===== config.mk =====
export PLATFORM = sky130hd
export DESIGN_NAME = cpu_multicycle
export DESIGN_NICKNAME = d
export VERILOG_FILES = /design/src/rtl/cpu_pkg.sv /design/src/rtl/cpu_regfile.sv /design/src/rtl/cpu_multicycle.sv
export SDC_FILE = /design/constraint.sdc
export NUM_CORES = 2
export LEC_CHECK = 0
export CAP_MARGIN = 0
export CORE_MARGIN = 2
export CORE_UTILIZATION = 40
export CTS_CLUSTER_DIAMETER = 50
export CTS_CLUSTER_SIZE = 40
export DETAILED_ROUTE_END_ITERATION = 6
export SLEW_MARGIN = 20
export SYNTH_ARGS = -nofsm -noshare
export SYNTH_HDL_FRONTEND = slang
export SYNTH_SLANG_ARGS = --single-unit

===== constraint.sdc =====
create_clock -name clk -period 3.6 [get_ports clk]
set_input_delay 0.72 -clock clk [delete_from_list [all_inputs] [get_ports clk]]
set_output_delay 0.72 -clock clk [all_outputs]
set_load 0.02 [all_outputs]

===== src/rtl/cpu_pkg.sv =====
// Shared definitions for the multicycle CPU: opcode constants, FSM state
// encoding, instruction field positions and a register-write decode helper.
// Optional feature macro: CPU_MUL_EN (enables opcode B = MUL).
package cpu_pkg;

    typedef enum logic [2:0] {
        FETCH  = 3'd0,
        DECODE = 3'd1,
        EXEC   = 3'd2,
        MEM    = 3'd3,
        WB     = 3'd4,
        HALT   = 3'd5
    } state_e;

    localparam logic [3:0] OP_NOP  = 4'h0;
    localparam logic [3:0] OP_ADD  = 4'h1;
    localparam logic [3:0] OP_SUB  = 4'h2;
    localparam logic [3:0] OP_AND  = 4'h3;
    localparam logic [3:0] OP_OR   = 4'h4;
    localparam logic [3:0] OP_XOR  = 4'h5;
    localparam logic [3:0] OP_ADDI = 4'h6;
    localparam logic [3:0] OP_LD   = 4'h7;
    localparam logic [3:0] OP_ST   = 4'h8;
    localparam logic [3:0] OP_BEQ  = 4'h9;
    localparam logic [3:0] OP_JMP  = 4'hA;
    localparam logic [3:0] OP_MUL  = 4'hB;
    localparam logic [3:0] OP_HALT = 4'hF;

    localparam int OPC_MSB = 31;
    localparam int OPC_LSB = 28;
    localparam int RD_MSB  = 27;
    localparam int RD_LSB  = 24;
    localparam int RS_MSB  = 23;
    localparam int RS_LSB  = 20;
    localparam int RT_MSB  = 19;
    localparam int RT_LSB  = 16;
    localparam int IMM_MSB = 15;
    localparam int IMM_LSB = 0;

    // True for opcodes that write a result into rd during WB.
    function automatic logic op_writes_rd(input logic [3:0] op);
        logic w;
        case (op)
            OP_ADD, OP_SUB, OP_AND, OP_OR, OP_XOR, OP_ADDI, OP_LD: w = 1'b1;
`ifdef CPU_MUL_EN
            OP_MUL: w = 1'b1;
`endif
            default: w = 1'b0;
        endcase
        return w;
    endfunction

endpackage


===== src/rtl/cpu_regfile.sv =====
// 16 x DATA_W register file: two asynchronous read ports, one synchronous
// write port. r0 always reads as zero and ignores writes.
module cpu_regfile #(
    parameter int DATA_W = 32
) (
    input  logic              clk,
    input  logic              rst,
    input  logic [3:0]        ra_i,
    output logic [DATA_W-1:0] ra_data_o,
    input  logic [3:0]        rb_i,
    output logic [DATA_W-1:0] rb_data_o,
    input  logic              we_i,
    input  logic [3:0]        wa_i,
    input  logic [DATA_W-1:0] wd_i
);

    logic [DATA_W-1:0] regs_q [0:15];

    // Register storage; entry 0 is never written so it stays zero.
    always_ff @(posedge clk or negedge rst) begin
        if (!rst) begin
            for (int i = 0; i < 16; i++) begin
                regs_q[i] <= {DATA_W{1'b0}};
            end
        end else begin
            for (int i = 1; i < 16; i++) begin
                if (we_i && (wa_i == 4'(i))) begin
                    regs_q[i] <= wd_i;
                end
            end
        end
    end

    // Asynchronous read ports with r0 forced to zero.
    always_comb begin
        if (ra_i == 4'd0) begin
            ra_data_o = {DATA_W{1'b0}};
        end else begin
            ra_data_o = regs_q[ra_i];
        end
        if (rb_i == 4'd0) begin
            rb_data_o = {DATA_W{1'b0}};
        end else begin
            rb_data_o = regs_q[rb_i];
        end
    end

endmodule


===== src/rtl/cpu_multicycle.sv =====
// Multicycle CPU: FETCH -> DECODE -> EXEC -> [MEM] -> WB, with a terminal HALT.
// Memory interfaces use req/ack handshakes; requests are decoded from the
// state register so they are stable for the whole FETCH/MEM phase.
// Optional feature macro: CPU_MUL_EN (opcode B computes rd = rs*rt).
// DATA_W must be at least 16 so the immediate fits the datapath.
module cpu_multicycle
    import cpu_pkg::*;
#(
    parameter int DATA_W   = 32,
    parameter int ADDR_W   = 10,
    parameter int RESET_PC = 0
) (
    input  logic              clk,
    input  logic              rst,
    output logic              imem_req,
    output logic [ADDR_W-1:0] imem_addr,
    input  logic              imem_ack,
    input  logic [31:0]       imem_rdata,
    output logic              dmem_req,
    output logic              dmem_we,
    output logic [ADDR_W-1:0] dmem_addr,
    output logic [DATA_W-1:0] dmem_wdata,
    input  logic [DATA_W-1:0] dmem_rdata,
    input  logic              dmem_ack,
    output logic              halted,
    output logic              retire,
    output logic [ADDR_W-1:0] pc_o
);

    localparam logic [ADDR_W-1:0] RESET_PC_L = RESET_PC[ADDR_W-1:0];
    localparam logic [ADDR_W-1:0] PC_ONE     = {{(ADDR_W-1){1'b0}}, 1'b1};

    state_e            state_q, state_d;
    logic [ADDR_W-1:0] pc_q, pc_d;
    logic [31:0]       ir_q, ir_d;
    logic [DATA_W-1:0] a_q, a_d;
    logic [DATA_W-1:0] b_q, b_d;
    logic [DATA_W-1:0] alu_q, alu_d;
    logic [DATA_W-1:0] mdr_q, mdr_d;
    logic [ADDR_W-1:0] addr_q, addr_d;
    logic [ADDR_W-1:0] npc_q, npc_d;

    logic [3:0]        op_s, rd_s, rs_s, rt_s;
    logic [DATA_W-1:0] imm_s;
    logic [DATA_W-1:0] rf_a_s, rf_b_s;
    logic [DATA_W-1:0] alu_s;
    logic [ADDR_W-1:0] maddr_s, pc_inc_s, npc_s;
    logic              rf_we_s;
    logic [DATA_W-1:0] rf_wd_s;

    assign op_s  = ir_q[OPC_MSB:OPC_LSB];
    assign rd_s  = ir_q[RD_MSB:RD_LSB];
    assign rs_s  = ir_q[RS_MSB:RS_LSB];
    assign rt_s  = ir_q[RT_MSB:RT_LSB];
    assign imm_s = DATA_W'($signed(ir_q[IMM_MSB:IMM_LSB]));

    assign rf_we_s = (state_q == WB) && op_writes_rd(op_s);
    assign rf_wd_s = (op_s == OP_LD) ? mdr_q : alu_q;

    cpu_regfile #(
        .DATA_W(DATA_W)
    ) u_regfile (
        .clk       (clk),
        .rst       (rst),
        .ra_i      (rs_s),
        .ra_data_o (rf_a_s),
        .rb_i      (rt_s),
        .rb_data_o (rf_b_s),
        .we_i      (rf_we_s),
        .wa_i      (rd_s),
        .wd_i      (rf_wd_s)
    );

    // ALU result for the current instruction, using operands latched in DECODE.
    always_comb begin
        alu_s = {DATA_W{1'b0}};
        case (op_s)
            OP_ADD:  alu_s = a_q + b_q;
            OP_SUB:  alu_s = a_q - b_q;
            OP_AND:  alu_s = a_q & b_q;
            OP_OR:   alu_s = a_q | b_q;
            OP_XOR:  alu_s = a_q ^ b_q;
            OP_ADDI: alu_s = a_q + imm_s;
`ifdef CPU_MUL_EN
            OP_MUL:  alu_s = a_q * b_q;
`endif
            default: alu_s = {DATA_W{1'b0}};
        endcase
    end

    // Data address and next PC; both wrap naturally at ADDR_W bits.
    always_comb begin
        maddr_s  = a_q[ADDR_W-1:0] + imm_s[ADDR_W-1:0];
        pc_inc_s = pc_q + PC_ONE;
        if (op_s == OP_JMP) begin
            npc_s = imm_s[ADDR_W-1:0];
        end else if ((op_s == OP_BEQ) && (a_q == b_q)) begin
            npc_s = pc_inc_s + imm_s[ADDR_W-1:0];
        end else begin
            npc_s = pc_inc_s;
        end
    end

    // FSM next-state and datapath register updates; acks only matter in FETCH/MEM.
    always_comb begin
        state_d = state_q;
        pc_d    = pc_q;
        ir_d    = ir_q;
        a_d     = a_q;
        b_d     = b_q;
        alu_d   = alu_q;
        mdr_d   = mdr_q;
        addr_d  = addr_q;
        npc_d   = npc_q;
        case (state_q)
            FETCH: begin
                if (imem_ack) begin
                    ir_d    = imem_rdata;
                    state_d = DECODE;
                end else begin
                    state_d = FETCH;
                end
            end
            DECODE: begin
                a_d     = rf_a_s;
                b_d     = rf_b_s;
                state_d = EXEC;
            end
            EXEC: begin
                alu_d  = alu_s;
                addr_d = maddr_s;
                npc_d  = npc_s;
                if ((op_s == OP_LD) || (op_s == OP_ST)) begin
                    state_d = MEM;
                end else if (op_s == OP_HALT) begin
                    state_d = HALT;
                end else begin
                    state_d = WB;
                end
            end
            MEM: begin
                if (dmem_ack) begin
                    mdr_d   = dmem_rdata;
                    state_d = WB;
                end else begin
                    state_d = MEM;
                end
            end
            WB: begin
                pc_d    = npc_q;
                state_d = FETCH;
            end
            HALT: begin
                state_d = HALT;
            end
            default: begin
                state_d = FETCH;
            end
        endcase
    end

    // State and datapath registers with asynchronous active-low reset.
    always_ff @(posedge clk or negedge rst) begin
        if (!rst) begin
            state_q <= FETCH;
            pc_q    <= RESET_PC_L;
            ir_q    <= 32'h0000_0000;
            a_q     <= {DATA_W{1'b0}};
            b_q     <= {DATA_W{1'b0}};
            alu_q   <= {DATA_W{1'b0}};
            mdr_q   <= {DATA_W{1'b0}};
            addr_q  <= {ADDR_W{1'b0}};
            npc_q   <= {ADDR_W{1'b0}};
        end else begin
            state_q <= state_d;
            pc_q    <= pc_d;
            ir_q    <= ir_d;
            a_q     <= a_d;
            b_q     <= b_d;
            alu_q   <= alu_d;
            mdr_q   <= mdr_d;
            addr_q  <= addr_d;
            npc_q   <= npc_d;
        end
    end

    // The state register resets to FETCH, so the fetch request is gated with
    // rst to keep it low during reset and to drop it without waiting for a clock.
    assign imem_req   = (state_q == FETCH) & rst;
    assign imem_addr  = pc_q;
    assign dmem_req   = (state_q == MEM);
    assign dmem_we    = (state_q == MEM) && (op_s == OP_ST);
    assign dmem_addr  = addr_q;
    assign dmem_wdata = b_q;
    assign halted     = (state_q == HALT);
    assign retire     = (state_q == WB);
    assign pc_o       = pc_q;

endmodule

* Word level (Yosys, flattened, before mapping)
Index checks and enable logic that the tools add are counted.
** Word-level totals
- Register bits after elaboration :: 673
- Latch bits :: 0
- Bits in writable memories :: 0
- Bits in read-only memories :: 0
- Input port bits :: 68
- Memories kept :: 0
** Operators by class
- Add/sub/neg operators :: 6
- $mul :: 0
- Divide/modulo/power cells :: 0
- Magnitude comparators :: 2
- Equality and inequality tests :: 32
- Shifts and indexed selects :: 0
- Muxes and demuxes :: 18
- Bitwise operators :: 6
- Reductions and logical operators :: 25
** Operator list (number)
- $bmux W32 S4 :: 2
- $mux W32 :: 7
- $pmux W32 S6 :: 1
- $add A32 B32 Y32 :: 2
- $eq A4 B4 Y1 const B :: 12
- $and A32 B32 Y32 :: 1
- $eq A32 B32 Y1 :: 1
- $eq A4 B3 Y1 const B :: 8
- $or A32 B32 Y32 :: 1
- $sub A32 B32 Y32 :: 1
- $xor A32 B32 Y32 :: 1
- $add A10 B10 Y10 :: 2
- $mux W10 :: 2
- $logic_and A1 B1 Y1 :: 18
- $eq A4 B2 Y1 const B :: 4
- $pmux W3 S5 :: 1
- $add A10 B1 Y10 const B :: 1
- $ge A5 B5 Y1 const B :: 2
- $not A4 Y5 :: 2
- $eq A4 B1 Y1 const B :: 2
- $logic_not A4 Y1 :: 2
- $reduce_or A7 Y1 :: 1
- $eq A3 B2 Y1 const B :: 2
- $eq A3 B3 Y1 const B :: 2
- other kinds (7) :: 11

* Longest topological paths before layout
- Word-level depth :: 5
- Depth in mapped cells :: 18
- Mapped depth without buffers :: 16

* Modules after synthesis
Synthesis repeated with hierarchy kept, for this count alone.
** Second synthesis, totals
- Cell total of the unflattened synthesis :: 3465
- Area total of the unflattened synthesis :: 40500.1 um^2
** By module, submodules not included
- cpu_regfile :: instances 1, cells each 1944, area an instance 26579.2 um^2, seq. area each 12011.5 um^2
- cpu_multicycle :: instances 1, cells each 1521, area an instance 13920.9 um^2, seq. area each 4829.6 um^2

* Least setup slack after synthesis
OpenSTA, ideal clock, no wires.
- Path type :: register to register
- Start :: reg ir_q[30]
- End :: reg alu_q[14]
- Data arrival time :: 3.515 ns
- Data required time :: 3.479 ns
- Path slack :: -0.036 ns
- Cell stages (with the launch flop) :: 19
- Buffers on the path :: 2
- Path through :: dfrtp_1 -> buf_2 -> nor2b_1 -> nand2_1 -> clkinv_1 -> buf_1 -> nand2_1 -> o21ai_0 -> ha_1 -> fa_1 -> a41oi_1 -> o21ai_1 -> a21oi_2 -> o21ai_4 -> a31o_2 -> xor2_1 -> a221oi_2 -> o311ai_1 -> a22o_1
** Between the ends
- Longest elaborated chain between the ends :: 2
- Elaborated cells between the ends (all ways) :: 7
- Those cells by class :: eq/ne: 6; mux: 1
** RTL lines
- from (decl) :: line cpu_multicycle.sv:35 : logic [31:0] ir_q, ir_d;
- from (signal assigned) :: line cpu_multicycle.sv:177 : ir_q <= ir_d;
- $eq A4 B3 Y1 (tied with other cells) :: line cpu_multicycle.sv:77 : case (op_s)
- $pmux W32 S6 (*) :: line cpu_multicycle.sv:77
- to (signal assigned) :: line cpu_multicycle.sv:170 : alu_q <= {DATA_W{1'b0}};
- to (signal assigned) :: line cpu_multicycle.sv:180 : alu_q <= alu_d;
- to (decl) :: line cpu_multicycle.sv:38 : logic [DATA_W-1:0] alu_q, alu_d;
Every way passes the cells marked *; elsewhere a longest branch is shown, timed or not.
A chain may end at the register's enable or synchronous reset.

* Worst setup path after layout
- Start :: reg ir_q[31]
- End :: reg alu_q[31]
The elaborated chain is that of the path after synthesis.

==> impl_metrics.toml <==
[worst_setup_path]
crit_path_start_kind = "flop"
critPathSlowestCell = "a2111oi_1"
crit_cells = 17
critPathRequiredTime_ns = 4.11
critical_path.top_delay_family = "compound AO/OA/AOI/OAI gates"
cpPeakStageDelay_ns = 0.42
crit_buf_inv = 3
worstSetupEndpointType = "flop"
cp_cell_sequence = "nor2b_2 -> nand2_1 -> inv_2 -> buf_6 -> nand2_1 -> buf_4 -> o21ai_0 -> ha_1 -> a21oi_1 -> o21bai_1 -> a21oi_2 -> nor2_1 -> a2111oi_1 -> nor2_1 -> a211oi_2 -> xnor2_1 -> o21ai_1"
cp_data_arrival_time_ns = 3.89
setup.worst_path.class = "flop to flop"
ff2ff_path_depth = 17
crit_fanout = 22

[global_route]
grtUsageMet3 = 0.0302
grt_use_met2 = 0.400
use_met1 = 0.356
antenna_found_initial = 1
track_usage = 0.249
grt_pass1_wl_mm = 186
grt_pass1_vias = 28800
grt_max_degree = 166
busiest_layer = "met2"
globalRoute.totalOverflow = 0

[die]
start_util = 0.404
die_x_um = 314
coreArea_sq_mm = 0.0952
dieArea_sq_mm = 0.0986
io_pins = 135
die_h_um = 314
rows = 113

[timing]
tightest_slew_ns = 1.03
fin_skew_ns = 0.0249
max_slew_margin = 0.316
fmax_ghz = 0.296
hold_viol_final = 0
setup_viol = 0
final.period_utilization = 0.939
period_needed_ns = 3.38
slew_viol_final = 0
setup_slack_ns = 0.218

[placed_design]
numPortBuffers = 134
pre_cts_slack_ns = -0.0301
placed_cells = 4886
hpwlAfterDp_mm = 83.4
dpl_cell_area_sq_mm = 0.0420
gp_congestion = 0.970

[logic_synthesis]
ys_warn_count = 32
synth.area.top_cells = "dfrtp_1 44%, mux4_2 15%, a21oi_1 5.6%, ha_1 5.0%, nor2_1 4.0%"
synth_area_sq_mm = 0.0385
synthXorXnorAreaFrac = 0.0155
synthFlopType = "dfrtp_1"
synth_area_leader_cell = "dfrtp_1"
synth_top_area_frac = 0.438
ys_seq_elements = 673
synth_cells = 3589
synth-edff-count = 0
synth.area.mux_share = 0.199
synth_top_family_by_area = "multiplexers"
synth_fp_nets = 3814
ys_seq_area_frac = 0.438
syn_area_per_cell_sq_um = 10.7
synthTopCellsByCount = "673 x dfrtp_1, 432 x a21oi_1, 409 x nor2_1"
yosysMostFrequentCell = "dfrtp_1"
synth-compound-area-share = 0.163
synth_fa_ha_area_frac = 0.0519
synth_cell_types = 91
synthSimpleGateAreaFrac = 0.0906
synthArstFlopShare = 1.00

[clock_tree]
cts_buffer_depth = 3
insertion_delay_ns = 0.66
clock_sinks = 673
htreeDepth = 3
numCtsBuffers = 78
post_cts_buffers = 0
clkTransAtPathRegs_ns = 0.07
cts_tree = "built"
root_buffer = "clkbuf_16"

[pwr]
power_frac_comb = 0.487
swShare = 0.433
p_leak_nw = 19.7
switchingPower_mw = 17.8
power_frac_seq = 0.305
peakVddDrop_v = 0.000428
clockPowerShare = 0.208
intPower_mw = 23.3
p_per_area_mw_per_mm2 = 917

[drt]
route.detailed.drc = 3
dr.pass1.iters = 7
wl_per_cell_um = 24.3
num_vias = 29200
drt_wl_total_mm = 122
ant_nets = 0
drt-initial-drc-count = 2845
vias_per_cell = 5.81

[worst_hold_path]
min_path_type = "flop to flop"
hold_depth = 2

[cells_and_area]
fin_util = 0.471
diodes = 0
final_cells = 5033
syn_to_final_growth_pct = 16.6
nets = 3927
final_cell_area_sq_mm = 0.0448
layout-drive-gt1-share = 0.212

[flow_run]
drv_cap = 0

[outcome]
violations = "design-rule violations"
status = "complete, but fails checks"
## worst reg2reg max path, delay by kind of cell (launching register included)
kind	cells	cell delay (ns)
adder cells (fa/ha/maj)	1	0.27
XOR/XNOR	1	0.14
buffers and inverters	3	0.51
flip-flops	1	0.39
AND/OR/NAND/NOR	5	0.61
AO/OA/AOI/OAI	7	1.33
## metal layers
| metal | up-vias | routed length (um) |
|---|---|---|
| li1 | 13300 | - |
| met1 | 14700 | 54200 |
| met2 | 984 | 57700 |
| met3 | 185 | 7350 |
| met4 | 0 | 3110 |
| met5 | - | 0 |
## area by class of cell
class | instances | area, sq um
clock buffers | 87 | 2030
flip-flops and latches | 673 | 16900
inverters | 107 | 402
well taps | 1265 | 1580
repair buffers | 322 | 3030
multi-input cells | 2520 | 20100
clock inverters | 59 | 772
fillers | 8636 | 50300
## power by group through the flow
stage | Clock, mW | Sequential [mW] | Combinational (mW)
detailed placement | 0 | 12.6 | 19.8
finish | 8.54 | 12.5 | 20.0
CTS | 8.70 | 12.5 | 19.9
floorplan | 0 | 11.4 | 13.6
global route | 9.01 | 12.8 | 21.6
global placement | 0 | 12.6 | 19.6
## sequential cells by signal (all words and copies together) (netlist names)
register and cells:
a_q 32, alu_q 32, dmem_addr 10, dmem_wdata 32, imem_addr 10, ir_q 32
mdr_q 32, npc_q 10, state_q 3, u_regfile.regs_q 480
## worst paths after layout
path	startpoint	slack, ns	end
worst max-delay path	ir_q[31]	0.22	alu_q[31]
worst min-delay path	npc_q[2]	0.47	npc_q[2]
worst max register to register	ir_q[31]	0.22	alu_q[31]
worst min register to register	npc_q[2]	0.47	npc_q[2]
max in group asynchronous	rst	1.28	u_regfile.regs_q[449]
min in group asynchronous	rst	0.53	imem_addr[0]
## metrics by stage
stage               power (mW)  hold WS [ns]  setup TNS (ns)
detailed placement        32.4         0.465         -0.0350
global placement          32.2         0.457               0
floorplan                 25.1         0.424               0
finish                    41.1         0.472               0
global route              43.4         0.496          -0.129
CTS                       41.1         0.477               0
## logic make-up (layout without fill, tap and decap cells)
family	Yosys count	after routing
and+or+nand+nor	834	834
muxes	432	432
xor gates and xnor gates	68	68
buffers and inverters	396	575
adders and majority gates	157	157
AOI/OAI and AO/OA	1029	1029
DFF	673	673
## placed cells by master, fill, tap and decap left out, types with 102 or more instances in the layout
master           count
ha_1               153
mux4_2             251
o21ai_0            284
a21oi_1            431
a22o_1             103
mux2_2             136
buf_4              164
dfrtp_1            665
clkdlybuf4s50_1    133
nand2_1            284
nor2_1             401
inv_1              102
## what timing repair did
action	CTS	global route
gates resized for setup	1	11
hold buffers	1	0
hold endpoints to repair	20	0
setup endpoints to repair	1	15
pin swaps	0	3
Power figures use the tool's default switching activity.
